===== src/rtl/hdlc_rx_channel.sv =====
// -----------------------------------------------------------------------------
// hdlc_rx_channel
//
// Serial front end of the HDLC receiver. Samples one line bit per clock while
// RxEN is high, detects flags and aborts on the raw stream, removes inserted
// zeros from the delayed stream and assembles destuffed bits into bytes
// (LSB first) for the downstream Rx controller.
//
// Optional feature macro: HDLC_RX_FCS_CHECK_EN
//   defined   : CRC-CCITT (reflected, init 16'hFFFF) over all destuffed frame
//               bits; Rx_FCSErr flags a residue other than 16'hF0B8.
//   undefined : no CRC logic, Rx_FCSErr is tied low.
//
// Parameters
//   FLAG_PATTERN    raw flag octet compared against the delay line
//   ABORT_ONES      consecutive raw ones that abort a frame (7..15)
//
// Ports
//   Clk             in   system clock, rising edge
//   Rst             in   asynchronous reset, active-low
//   Rx              in   serial receive bit
//   RxEN            in   receive enable; low forces IDLE and clears counters
//   Rx_Data         out  last assembled byte, held until the next one
//   Rx_NewByte      out  1-cycle strobe, Rx_Data valid in the same cycle
//   Rx_FlagDetect   out  1-cycle strobe, flag seen
//   Rx_FrameStart   out  1-cycle strobe, frame opened or restarted
//   Rx_FrameEnd     out  1-cycle strobe, closing flag of a non-empty frame
//   Rx_Misaligned   out  with Rx_FrameEnd: destuffed bit count not a multiple of 8
//   Rx_AbortSignal  out  1-cycle strobe, abort while in a frame
//   Rx_FCSErr       out  with Rx_FrameEnd: FCS residue mismatch
// -----------------------------------------------------------------------------
module hdlc_rx_channel #(
    parameter logic [7:0]  FLAG_PATTERN = 8'h7E,
    parameter int unsigned ABORT_ONES   = 7
) (
    input  logic       Clk,
    input  logic       Rst,
    input  logic       Rx,
    input  logic       RxEN,
    output logic [7:0] Rx_Data,
    output logic       Rx_NewByte,
    output logic       Rx_FlagDetect,
    output logic       Rx_FrameStart,
    output logic       Rx_FrameEnd,
    output logic       Rx_Misaligned,
    output logic       Rx_AbortSignal,
    output logic       Rx_FCSErr
);

    localparam logic [3:0] ABORT_CNT = 4'(ABORT_ONES);

    typedef enum logic {
        ST_IDLE  = 1'b0,
        ST_FRAME = 1'b1
    } state_t;

    state_t     r_state;
    state_t     w_state_next;

    logic [7:0] r_dly;        // raw delay line, newest bit at [7]
    logic [3:0] r_guard;      // flag bits still draining out of the delay line
    logic [3:0] r_ones_raw;   // run of raw ones, for abort detection
    logic [3:0] r_ones_dst;   // run of delayed data ones, for destuffing
    logic [2:0] r_bitcnt;     // destuffed bits modulo 8
    logic       r_has_data;   // at least one destuffed bit in this frame
    logic [7:0] r_asm;        // byte assembler, LSB first

    logic [7:0] w_dly_next;
    logic       w_dbit;
    logic       w_flag;
    logic [3:0] w_ones_raw_next;
    logic       w_in_data;
    logic       w_stuffed;
    logic       w_accept;
    logic       w_byte_done;
    logic [7:0] w_asm_next;
    logic [2:0] w_bitcnt_next;
    logic       w_has_data_next;
    logic       w_frame_start;
    logic       w_frame_end;
    logic       w_abort;
    logic       w_fcs_bad;

    assign w_dly_next      = {Rx, r_dly[7:1]};
    assign w_dbit          = r_dly[0];
    assign w_flag          = RxEN && (w_dly_next == FLAG_PATTERN);
    assign w_ones_raw_next = Rx ? ((r_ones_raw == 4'hF) ? r_ones_raw : r_ones_raw + 4'd1) : 4'd0;

    // The bit leaving the delay line is data only inside a frame and only once
    // the flag that opened it has fully drained (guard back to zero).
    assign w_in_data       = RxEN && (r_state == ST_FRAME) && (r_guard == 4'd0);
    assign w_stuffed       = w_in_data && !w_dbit && (r_ones_dst == 4'd5);
    assign w_accept        = w_in_data && !w_stuffed;
    assign w_byte_done     = w_accept && (r_bitcnt == 3'd7);
    assign w_asm_next      = {w_dbit, r_asm[7:1]};
    assign w_bitcnt_next   = w_accept ? r_bitcnt + 3'd1 : r_bitcnt;
    assign w_has_data_next = r_has_data || w_accept;

    // -------------------------------------------------------------------------
    // Frame FSM
    // -------------------------------------------------------------------------
    always_ff @(posedge Clk or negedge Rst) begin
        if (!Rst) begin
            r_state <= ST_IDLE;
        end else begin
            r_state <= w_state_next;
        end
    end

    always_comb begin
        w_state_next  = r_state;
        w_frame_start = 1'b0;
        w_frame_end   = 1'b0;
        w_abort       = 1'b0;
        if (!RxEN) begin
            w_state_next = ST_IDLE;
        end else begin
            case (r_state)
                ST_IDLE: begin
                    if (w_flag) begin
                        w_state_next  = ST_FRAME;
                        w_frame_start = 1'b1;
                    end
                end
                ST_FRAME: begin
                    if (w_flag) begin
                        // The bit accepted on this same edge still belongs to
                        // the closing frame, hence the _next view.
                        w_frame_start = 1'b1;
                        w_frame_end   = w_has_data_next;
                    end else if (w_ones_raw_next == ABORT_CNT) begin
                        w_state_next = ST_IDLE;
                        w_abort      = 1'b1;
                    end
                end
                default: w_state_next = ST_IDLE;
            endcase
        end
    end

    // -------------------------------------------------------------------------
    // Optional FCS check
    // -------------------------------------------------------------------------
`ifdef HDLC_RX_FCS_CHECK_EN
    logic [15:0] r_crc;
    logic [15:0] w_crc_next;

    always_comb begin
        w_crc_next = r_crc;
        if (w_accept) begin
            w_crc_next = {1'b0, r_crc[15:1]} ^ ((r_crc[0] ^ w_dbit) ? 16'h8408 : 16'h0000);
        end
    end

    always_ff @(posedge Clk or negedge Rst) begin
        if (!Rst) begin
            r_crc <= 16'hFFFF;
        end else if (RxEN) begin
            // Re-seeding on a restart happens after the closing check has
            // used w_crc_next, so back-to-back frames share the flag cleanly.
            r_crc <= w_frame_start ? 16'hFFFF : w_crc_next;
        end
    end

    assign w_fcs_bad = (w_crc_next != 16'hF0B8);
`else
    assign w_fcs_bad = 1'b0;
`endif

    // -------------------------------------------------------------------------
    // Delay line, destuffing, byte assembly and output strobes
    // -------------------------------------------------------------------------
    always_ff @(posedge Clk or negedge Rst) begin
        if (!Rst) begin
            r_dly          <= 8'h00;
            r_guard        <= 4'd0;
            r_ones_raw     <= 4'd0;
            r_ones_dst     <= 4'd0;
            r_bitcnt       <= 3'd0;
            r_has_data     <= 1'b0;
            r_asm          <= 8'h00;
            Rx_Data        <= 8'h00;
            Rx_NewByte     <= 1'b0;
            Rx_FlagDetect  <= 1'b0;
            Rx_FrameStart  <= 1'b0;
            Rx_FrameEnd    <= 1'b0;
            Rx_Misaligned  <= 1'b0;
            Rx_AbortSignal <= 1'b0;
            Rx_FCSErr      <= 1'b0;
        end else if (!RxEN) begin
            // Delay line, assembler and last byte are held; everything that
            // counts toward a frame starts over.
            r_guard        <= 4'd0;
            r_ones_raw     <= 4'd0;
            r_ones_dst     <= 4'd0;
            r_bitcnt       <= 3'd0;
            r_has_data     <= 1'b0;
            Rx_NewByte     <= 1'b0;
            Rx_FlagDetect  <= 1'b0;
            Rx_FrameStart  <= 1'b0;
            Rx_FrameEnd    <= 1'b0;
            Rx_Misaligned  <= 1'b0;
            Rx_AbortSignal <= 1'b0;
            Rx_FCSErr      <= 1'b0;
        end else begin
            r_dly      <= w_dly_next;
            r_ones_raw <= w_ones_raw_next;

            if (w_flag) begin
                r_guard <= 4'd8;
            end else if (r_guard != 4'd0) begin
                r_guard <= r_guard - 4'd1;
            end

            if (w_accept) begin
                r_asm <= w_asm_next;
            end
            if (w_byte_done) begin
                Rx_Data <= w_asm_next;
            end

            if (w_flag || w_abort) begin
                r_ones_dst <= 4'd0;
                r_bitcnt   <= 3'd0;
                r_has_data <= 1'b0;
            end else begin
                if (w_in_data) begin
                    // A dropped stuffed zero also ends the run of ones.
                    r_ones_dst <= w_dbit ? ((r_ones_dst == 4'hF) ? r_ones_dst : r_ones_dst + 4'd1) : 4'd0;
                end
                r_bitcnt   <= w_bitcnt_next;
                r_has_data <= w_has_data_next;
            end

            Rx_NewByte     <= w_byte_done;
            Rx_FlagDetect  <= w_flag;
            Rx_FrameStart  <= w_frame_start;
            Rx_FrameEnd    <= w_frame_end;
            Rx_Misaligned  <= w_frame_end && (w_bitcnt_next != 3'd0);
            Rx_AbortSignal <= w_abort;
            Rx_FCSErr      <= w_frame_end && w_fcs_bad;
        end
    end

endmodule


===== config.mk =====
export PLATFORM = sky130hd
export DESIGN_NAME = hdlc_rx_channel
export DESIGN_NICKNAME = d
export VERILOG_FILES = /design/src/rtl/hdlc_rx_channel.sv
export SDC_FILE = /design/constraint.sdc
export NUM_CORES = 1
export LEC_CHECK = 0
export CAP_MARGIN = 20
export CORE_ASPECT_RATIO = 0.7
export CORE_MARGIN = 3
export CORE_UTILIZATION = 51
export DETAILED_ROUTE_END_ITERATION = 6
export PLACE_DENSITY = 0.75
export SETUP_SLACK_MARGIN = 0.3
export SKIP_CTS_REPAIR_TIMING = 1
export SYNTH_ARGS = -nofsm -noshare
export SYNTH_HDL_FRONTEND = slang
export SYNTH_SLANG_ARGS = --single-unit

===== constraint.sdc =====
create_clock -name Clk -period 2.25 [get_ports Clk]
set_clock_uncertainty 0.15 [all_clocks]
set_input_delay 0.225 -clock Clk [delete_from_list [all_inputs] [get_ports Clk]]
set_output_delay 0.225 -clock Clk [all_outputs]
set_load 0.02 [all_outputs]

Word-level counts from Yosys, hierarchy flattened:

Index checks and enable logic that the tools add are counted.

* add/sub/neg operators: 4
* multiply operators: 0
* divide/modulo/power cells: 0
* $lt $le $gt $ge: 0
* equal/unequal tests: 9
* shifts and indexed selects: 0
* mux-type cells: 34
* bitwise gates (word level): 1
* reductions and logical operators: 18

Operators with widths (number)
* 2-to-1 mux 4 bit: 11
* 2-to-1 mux 1 bit: 19
* 2-to-1 mux 3 bit: 3
* adder 4 x 1 -> 4 bit, second input constant: 2
* equality test 4 x 3 -> 1 bit, second input constant: 2
* equality test 4 bit, second input constant: 2
* equality test 8 x 7 -> 1 bit, second input constant: 1
* logical AND 1 bit: 8
* inequality test 3 x 1 -> 1 bit, second input constant: 2
* AND reduction 2 bit: 3
* logical NOT 4 bit: 1
* inequality test 4 bit, second input constant: 1
* nonzero test 4 bit: 1
* subtractor 4 x 1 -> 4 bit, second input constant: 1
* adder 3 x 1 -> 3 bit, second input constant: 1
* equality test 3 bit, second input constant: 1
* nonzero test 3 bit: 1
* logical NOT 1 bit: 2
* logical OR 1 bit: 2
* one-hot mux 1 bit (2 select lines): 1
* inverter 1 bit: 1

* register bits: 47
* bits in latches: 0
* memory bits (writable): 0
* bits in read-only memories: 0
* input bits: 4
* output and inout bits: 15
* word-level logic and storage cells: 81
* memories: 0

Logic depth before layout (Yosys ltp):

Gate-level depths: netlist of the first run.

* depth in word-level cells: 12
* mapped depth: 8
* mapped depth without buffers: 6

Worst setup path after synthesis of the first run:

No wires, ideal clock.

* path type: flip-flop to flip-flop
* from: register r_guard[0]
* to: register r_asm[2]
* setup time: 125 ps
* data arrival time: 1890 ps
* required time: 1975 ps
* slack: 85 ps
* cell stages (with the launch flop): 8
* buffers on the path: 2
* clock period less this slack: 2165 ps
* cells stage by stage: dfrtp_1 -> inv_1 -> ha_1 -> or3b_1 -> buf_6 -> nor3_4 -> buf_6 -> mux2_2

* word-level cells in the longest chain between the ends: 7

RTL lines
* start, declared: RTL line 61 `logic [3:0] r_guard;`
* start signal, assigned: RTL line 212 `r_guard <= r_guard - 4'd1;`
* logical NOT 4 bit *: RTL line 91 `assign w_in_data = RxEN && (r_state == ST_FRAME) && (r_guard == 4'd0);`
* logical AND 1 bit *: RTL line 91
* logical AND 1 bit (2 in a row): RTL line 92 `assign w_stuffed = w_in_data && !w_dbit && (r_ones_dst == 4'd5);`
* logical NOT 1 bit: RTL line 93 `assign w_accept = w_in_data && !w_stuffed;`
* logical AND 1 bit *: RTL line 93
* AND reduction 2 bit (no line) *
* end signal, assigned: RTL line 216 `r_asm <= w_asm_next;`
* end, declared: RTL line 66 `logic [7:0] r_asm;`

Mark *: on every way between the ends. The rest lies on a longest branch, timed or not.
A chain may end at the register's enable or synchronous reset.

Worst setup path in the final report of the first run:

* from: register r_guard[0]
* to: register Rx_Data[2]

* word-level cells in the longest chain between the ends: 8

RTL lines
* logical NOT 4 bit *: RTL line 91
* logical AND 1 bit *: RTL line 91
* logical AND 1 bit (2 in a row): RTL line 92
* logical NOT 1 bit: RTL line 93
* logical AND 1 bit *: RTL line 93
* logical AND 1 bit *: RTL line 94 `assign w_byte_done = w_accept && (r_bitcnt == 3'd7);`
* AND reduction 2 bit (no line) *
* end signal, assigned: RTL line 219 `Rx_Data <= w_asm_next;`
* end, declared: RTL line 40 `output logic [7:0] Rx_Data,`

Marks and branches as above.

==> metrics.md, run 1 <==
| Metric | Value |
|---|---|
| Outcome | finished clean |
| Final setup viols | 0 |
| Clock Sinks | 45 |
| # port buffers | 17 |
| Root Buffer | clkbuf_8 |
| DRC viols | 0 |
| Worst EP required | 2.28 ns |
| PwrDens | 729.6 nW/um^2 |
| Drt first pass iters | 4 |
| Die width | about 82 um |
| Share of layout cells above drive strength 1 | 0.3398 |
| Area contributors post-synth | dfrtp_1, mux2_2, ha_1, mux2i_1, nor2_1 |
| Die ar. | 4852 um^2 |
| FF-to-FF path depth | 7 |
| Number of max-slew violations in the final report | 0 |
| Critical path's largest stage delay | between 0.4 and 0.5 ns |
| Post-synth top flop | dfrtp_1 |
| Vias in the first global route | between 1000 and 1500 |
| Synth top area share | 0.5464 |
| Reg2Reg Setup Slack | roughly 0.15 ns |
| Startpoint types | flop |
| Critical Path AT | 2.13 ns |
| Max Freq | 0.4758 GHz |
| LEAKAGE | approximately 1.2 nW |
| Antenna Nets Post-Route | 0 |
| Filler cells | 256 |
| Max VDD drop | 0.5100 mV |
| Cells after Synth | 169 |
| Core Box Area | between 3000 and 4000 um^2 |
| Slowest-stage cell, CP | dfrtp_1 |
| Global-route wire length before repair | 6851 um |
| Worst skew pair latency | 0.29 ns |
| Sequential Area | 1129 um^2 |
| Yosys warnings | 0 |
| CTS Buf Count | 5 |
| Post-route minimum period | 2.102 ns |
| Initial antenna violation count | 0 |
| # IOs | 19 |
| Synthesized net count | 179 |
| Largest net degree at the start of global routing | 21 |
| Final HPWL DP | approximately 2900 um |
| Via Count | 1425 |
| CTS tree | yes |
| Period Utilization, post-route | 0.9340 |
| Area of the multi-input gates | 968.4 um^2 |
| Max cap viols | 0 |
| Vias per cell | about 5.6 |
| Clock slew at reported path FFs | 0.09 ns |
| Post-DR wirelength/cell | 16.65 um |
| Worst setup EP type | flop |
| Hold crit path type | input pin to asynchronous set/reset pin |
| H-Tree Level Count | 2 |
| Critical Setup Path Class | flop to flop |
| Die Y | 59.19 um |
| Ys async rst share | 1.000 |
| Tot GR Track Use | 0.1880 |
| Total negative slack | 0 ns |
| EDFF count, synth | 0 |
| Cell taking the most area after synthesis | dfrtp_1 |
| CP Max Fanout | 9 |
| Fin. Hold Viols | 0 |
| GRT overflow | 0 |
| Clock tree buffer depth | 2 |
| Register bit count reported by yosys | 45 |
| Ant diodes | 0 |
| Final wirelength | 4263 um |
| Cell row count | 18 |
| Synth Cell Area | about 2100 um^2 |
| Final net count | about 220 |
| Routability congestion estimate | 0.8290 |
| Starting Density | 0.5579 |
| Unrepaired setup endpoints after global routing | true |
| Final core utilization | 0.7049 |
| CP Cell Sequence | inv_2 -> ha_4 -> or3b_4 -> nor3_4 -> buf_6 -> nand2_8 -> mux2_4 |
| Synth cell types | 42 |
| Synth-to-Final Area Change | 26.35% |
| Sequential share of the synthesized area | 0.5464 |
| Post-synthesis average cell area | 12.19 um^2 |
| DRT iter0 DRCs | 124 |
## path summary, 6_finish.rpt
kind | to | from
min reg2reg | Rx_Data[4] | Rx_Data[4]
max reg2reg | Rx_Data[2] | r_guard[0]
max in group asynchronous | r_ones_raw[1] | Rst
min | Rx_Data[2] | Rst
min in group Clk | Rx_Data[4] | Rx_Data[4]
max | Rx_Data[2] | r_guard[0]
## kinds of logic after synthesis
logic type                 synth area share
and+or+nand+nor                      0.1488
xor gates and xnor gates            0.01275
adders and majority gates           0.03643
AOI/OAI and AO/OA                   0.07287
other                              0.001820
muxes                                0.1445
buffers and inverters               0.03643
DFF                                  0.5464
## synth_stat cells (2+ instances only)
cell type,instances
a211oi_1,2
a21oi_1,8
and3_1,3
buf_4,2
buf_6,2
clkbuf_1,2
dfrtp_1,45
ha_1,6
inv_1,8
mux2_2,22
mux2i_1,5
nand2_1,4
nand3_1,2
nand3b_1,4
nand4_1,3
nor2_1,13
nor2b_1,3
nor3_1,4
o21ai_0,4
or2_2,2
or3_1,2
xnor2_1,3
## layout by cell type (no fill, tap or decap), types with 4 or more instances in the layout
cell type        count
mux2_2              16
ha_1                 4
buf_6                4
dfrtp_1             43
inv_1                6
buf_4               13
nor2_1              13
nand3b_1             4
mux2i_1              4
a21oi_1              7
clkbuf_8             6
mux2_4               6
nand2_1              4
clkdlybuf4s50_1     16
## metal layers
layer  vias to the layer above  wire length (um)  track usage
met5                         -                 0            0
met4                         0                15      0.04739
met3                         2               205      0.05167
met2                        36              2043       0.2900
met1                       713              1998       0.2646
li1                        674                 -            -
## cell type report
| cell class | instances | area share |
|---|---|---|
| timing repair buffer | 35 | 0.1221 |
| clock inverter | 2 | 0.005286 |
| sequential | 45 | 0.4334 |
| inverter | 8 | 0.01153 |
| multi-input combinational | 110 | 0.3719 |
| clock buffer | 6 | 0.03172 |
| tap | 50 | 0.02403 |
## power breakdown
group / switching, mW / internal, mW / total [mW] / leakage [nW]
clock: 0.267 / 0.249 / 0.516 / 0.0512
combinational: 0.217 / 0.235 / 0.451 / 0.558
sequential: 0.0592 / 0.873 / 0.932 / 0.608
## sequential cells by signal, indices dropped and copies added, names as in the netlist
register / count
r_dly: 8
r_state: 1
r_ones_dst: 4
Rx_Data: 8
Rx_Misaligned: 1
Rx_FrameEnd: 1
r_guard: 4
r_has_data: 1
Rx_AbortSignal: 1
r_ones_raw: 4
Rx_NewByte: 1
r_bitcnt: 3
r_asm: 7
Rx_FlagDetect: 1
## worst max-delay path, delay by kind of cell (launching register included)
| kind | cells | cell delay, ns |
|---|---|---|
| simple gates | 3 | 0.71 |
| mux | 1 | 0.31 |
| fa+ha+maj | 1 | 0.14 |
| buf+inv | 2 | 0.25 |
| flops | 1 | 0.42 |
## metrics by stage
step | instance area (um^2) | total power [mW] | setup slack [ns] | instances | hold WS [ns]
after floorplan | 2082 | 1.154 | 0.1519 | 169 | -0.2206
after global placement | 2332 | 1.221 | 0.2369 | 239 | 0.02504
after detailed placement | 2332 | 1.243 | 0.1491 | 239 | 0.03430
after CTS | 2429 | 1.761 | 0.1179 | 247 | -0.2871
after global routing | 2604 | 1.997 | 0.08155 | 256 | 0.2888
final | 2604 | 1.900 | 0.1484 | 256 | 0.2555
Note: power is estimated with default switching activity, not from simulation.
==> run 2, diff against run 1 <==
--- a/config.mk
+++ b/config.mk
@@ -16,3 +16,4 @@
 export SYNTH_ARGS = -nofsm -noshare
 export SYNTH_HDL_FRONTEND = slang
 export SYNTH_SLANG_ARGS = --single-unit
+export TNS_END_PERCENT = 20
==> run 2 against run 1 <==
  * Sequential share of layout area rose by 2.3 points
  * Hold slack got worse by 0.020 ns
  * Utilization fell by 3.6 points
  * Design area fell by 5.1%
  * Global-route usage fell by 1.9 points
  * Die area did not move
  * Clock power fell by 5.8%
  * Highest routed layer unchanged
==> metrics.md, run 2 (synthesis gave the netlist of run 1 again) <==
| Metric | Value |
|---|---|
| FF-to-FF End | r_asm[1] |
| CP top delay family | simple AND/OR/NAND/NOR gates |
| Critical path's largest stage delay | 0.39 ns (-0.03 ns) |
| Critical Setup Path Class | flop to flop |
| CTS tree | yes |
| Filler cells | 271 (+5.9%) |
| Max VDD drop | 0.4308 mV (-16%) |
| Max Freq | 0.4964 GHz (+4.3%) |
| Worst setup EP type | flop |
| CTS Buf Count | 5 (unchanged) |
| # IOs | 19 (unchanged) |
| Starting Density | 0.5579 (unchanged) |
| Psw | 464.1 uW (-15%) |
| Startpoint types | flop |
| Reg2Reg Setup Slack | 0.24 ns (+0.09 ns) |
| Number of max-slew violations in the final report | 0 (unchanged) |
| Global-route wire length before repair | 6251 um (-8.8%) |
| Total negative slack | 0 ns (unchanged) |
| Hold crit path type | input pin to asynchronous set/reset pin |
| PwrDens | 703.9 nW/um^2 (-3.5%) |
| Final Non-Filler Cells | 248 (-3.1%) |
| H-Tree Level Count | 2 (unchanged) |
| Sw frac | 0.2669 (-0.01893) |
| Unrepaired setup endpoints after global routing | true |
| Final setup viols | 0 (unchanged) |
| Combinational power share | 0.181 (-0.057) |
| Clock slew at reported path FFs | 0.08 ns (about the same) |
| Drt first pass iters | 4 (unchanged) |
| Critical Path AT | 2.04 ns (-0.09 ns) |
| Final core utilization | 0.6687 (-0.03625) |
| Period Utilization, post-route | 0.8954 (-0.03863) |
| Vias in the first global route | 1370 (-4.9%) |
| LEAKAGE | 1.146 nW (-5.8%) |
| Routability congestion estimate | 0.7722 (-6.9%) |
| Ant diodes | 0 (unchanged) |
| Outcome | finished clean |
| Max cap viols | 0 (unchanged) |
| Root Buffer | clkbuf_8 |
| Area of the multi-input gates | 905.9 um^2 (-6.5%) |
| CP Cell Sequence | inv_1 -> ha_2 -> or3b_4 -> nor3_4 -> buf_6 -> mux2_2 |
| DP Worst Slack | 0.1635 ns (+0.01442 ns) |
| GRT overflow | 0 (unchanged) |
| Die Y | 59.19 um (unchanged) |
| Clock tree buffer depth | 2 (unchanged) |
| Pint | 1.274 mW (-6.1%) |
| Clk pwr share | 0.280 (+0.008) |
| Final HPWL DP | 2685 um (-8.7%) |
| Vias per cell | 5.460 (-1.9%) |
| CP Max Fanout | 7 (-2) |
| Antenna Nets Post-Route | 0 (unchanged) |
| Final wirelength | 3585 um (-16%) |
| Tot GR Track Use | 0.1689 (-0.01914) |
| Initial antenna violation count | 0 (unchanged) |
| Post-DR wirelength/cell | 14.46 um (-13%) |
| Top Registers | Rx_Data x8, r_dly x8, r_asm x7 |
| Slowest-stage cell, CP | dfrtp_1 |
| FF-to-FF path depth | 6 (-1) |
| Fin. Hold Viols | 0 (unchanged) |
| Die ar. | 4852 um^2 (unchanged) |
| Worst EP required | 2.27 ns (about the same) |
| # port buffers | 17 (unchanged) |
| Post-route minimum period | 2.015 ns (-0.08693 ns) |
| Sequential Area | 1127 um^2 (-0.11%) |
| Cell row count | 18 (unchanged) |
| Core Box Area | 3694 um^2 (unchanged) |
| Worst skew pair latency | 0.28 ns (about the same) |
| Largest net degree at the start of global routing | 19 (-9.5%) |
| Placed Cells | 238 (-0.42%) |
| Final critical-path setup slack | 0.2353 ns (+0.08693 ns) |
| Final net count | 208 (-3.3%) |
| Clock Sinks | 45 (unchanged) |
| Crit path buffers/inverters | 2 (unchanged) |
| Share of layout cells above drive strength 1 | 0.2778 (-0.06203) |
| DRT iter0 DRCs | 58 (-53%) |
| Reg2Reg Launch Point | r_guard[1] |
| DRC viols | 0 (unchanged) |
| Die width | 81.98 um (unchanged) |
| Most frequent cells in the layout | dfrtp_1, mux2_2, clkdlybuf4s50_1 |
| Sequential cell fraction of total power | 0.539 (+0.048) |
| Commonest non-fill, non-tap cell in the layout | dfrtp_1 |
| Via Count | 1354 (-5.0%) |
| Synth-to-Final Area Change | 19.85% |
## run 2: worst max path at each step
stage	startpoint	to	slack (ns)	depth (start not counted)
2_1_floorplan	r_guard[0]	r_asm[2]	0.15	7
3_3_place_gp	r_guard[0]	r_asm[7]	0.21	6
3_5_place_dp	r_guard[0]	r_asm[7]	0.16	6
4_1_cts	r_guard[0]	r_asm[7]	0.15	6
5_1_grt	r_guard[1]	r_asm[1]	0.15	6
6_report	r_guard[1]	r_asm[1]	0.24	6
## run 2: area by class of cell
cell class,instances,share of cell area
clock buffers,6,0.03343
clock inverters,1,0.003040
inverters,8,0.01216
multi-input cells,110,0.3668
flip-flops and latches,45,0.4564
well taps,50,0.02533
repair buffers,28,0.1028
## run 2: per-stage QoR
stage | hold slack [ns] | power [mW] | instance area (um^2)
final | 0.2355 | 1.739 | 2470
after detailed placement | 0.02049 | 1.223 | 2325
after CTS | -0.2909 | 1.708 | 2415
after global routing | 0.2772 | 1.841 | 2470
after floorplan | -0.2206 | 1.154 | 2082
after global placement | 0.01360 | 1.204 | 2325
## run 2: routing by layer
layer,wire length (um),track usage
met1,1766,0.2388
met2,1685,0.2624
met3,98,0.04255
met4,35,0.04265
met5,0,0
## run 2: power by group through the flow
stage | registers (mW) | clock network (mW) | logic [mW]
after floorplan | 0.930 | 0 | 0.223
after global placement | 0.943 | 0 | 0.261
after detailed placement | 0.949 | 0 | 0.274
after CTS | 0.933 | 0.499 | 0.275
after global routing | 0.946 | 0.541 | 0.355
final | 0.937 | 0.486 | 0.315
==> run 3, diff against run 2 <==
--- a/config.mk
+++ b/config.mk
@@ -13,6 +13,7 @@
 export PLACE_DENSITY = 0.75
 export SETUP_SLACK_MARGIN = 0.3
 export SKIP_CTS_REPAIR_TIMING = 1
+export SKIP_LAST_GASP = 1
 export SYNTH_ARGS = -nofsm -noshare
 export SYNTH_HDL_FRONTEND = slang
 export SYNTH_SLANG_ARGS = --single-unit
==> constraint.sdc (replaced) <==
create_clock -name Clk -period 2.25 [get_ports Clk]
set_clock_uncertainty 0.15 [all_clocks]
set_input_delay 0.225 -clock Clk [delete_from_list [all_inputs] [get_ports Clk]]
set_output_delay 0.225 -clock Clk [all_outputs]
set_load 0.01 [all_outputs]
==> results of run 3 <==
Same layout as run 2 (identical final DEF). Status: finished clean.
Among the figures that moved: total power 1.739 mW -> 1.738 mW
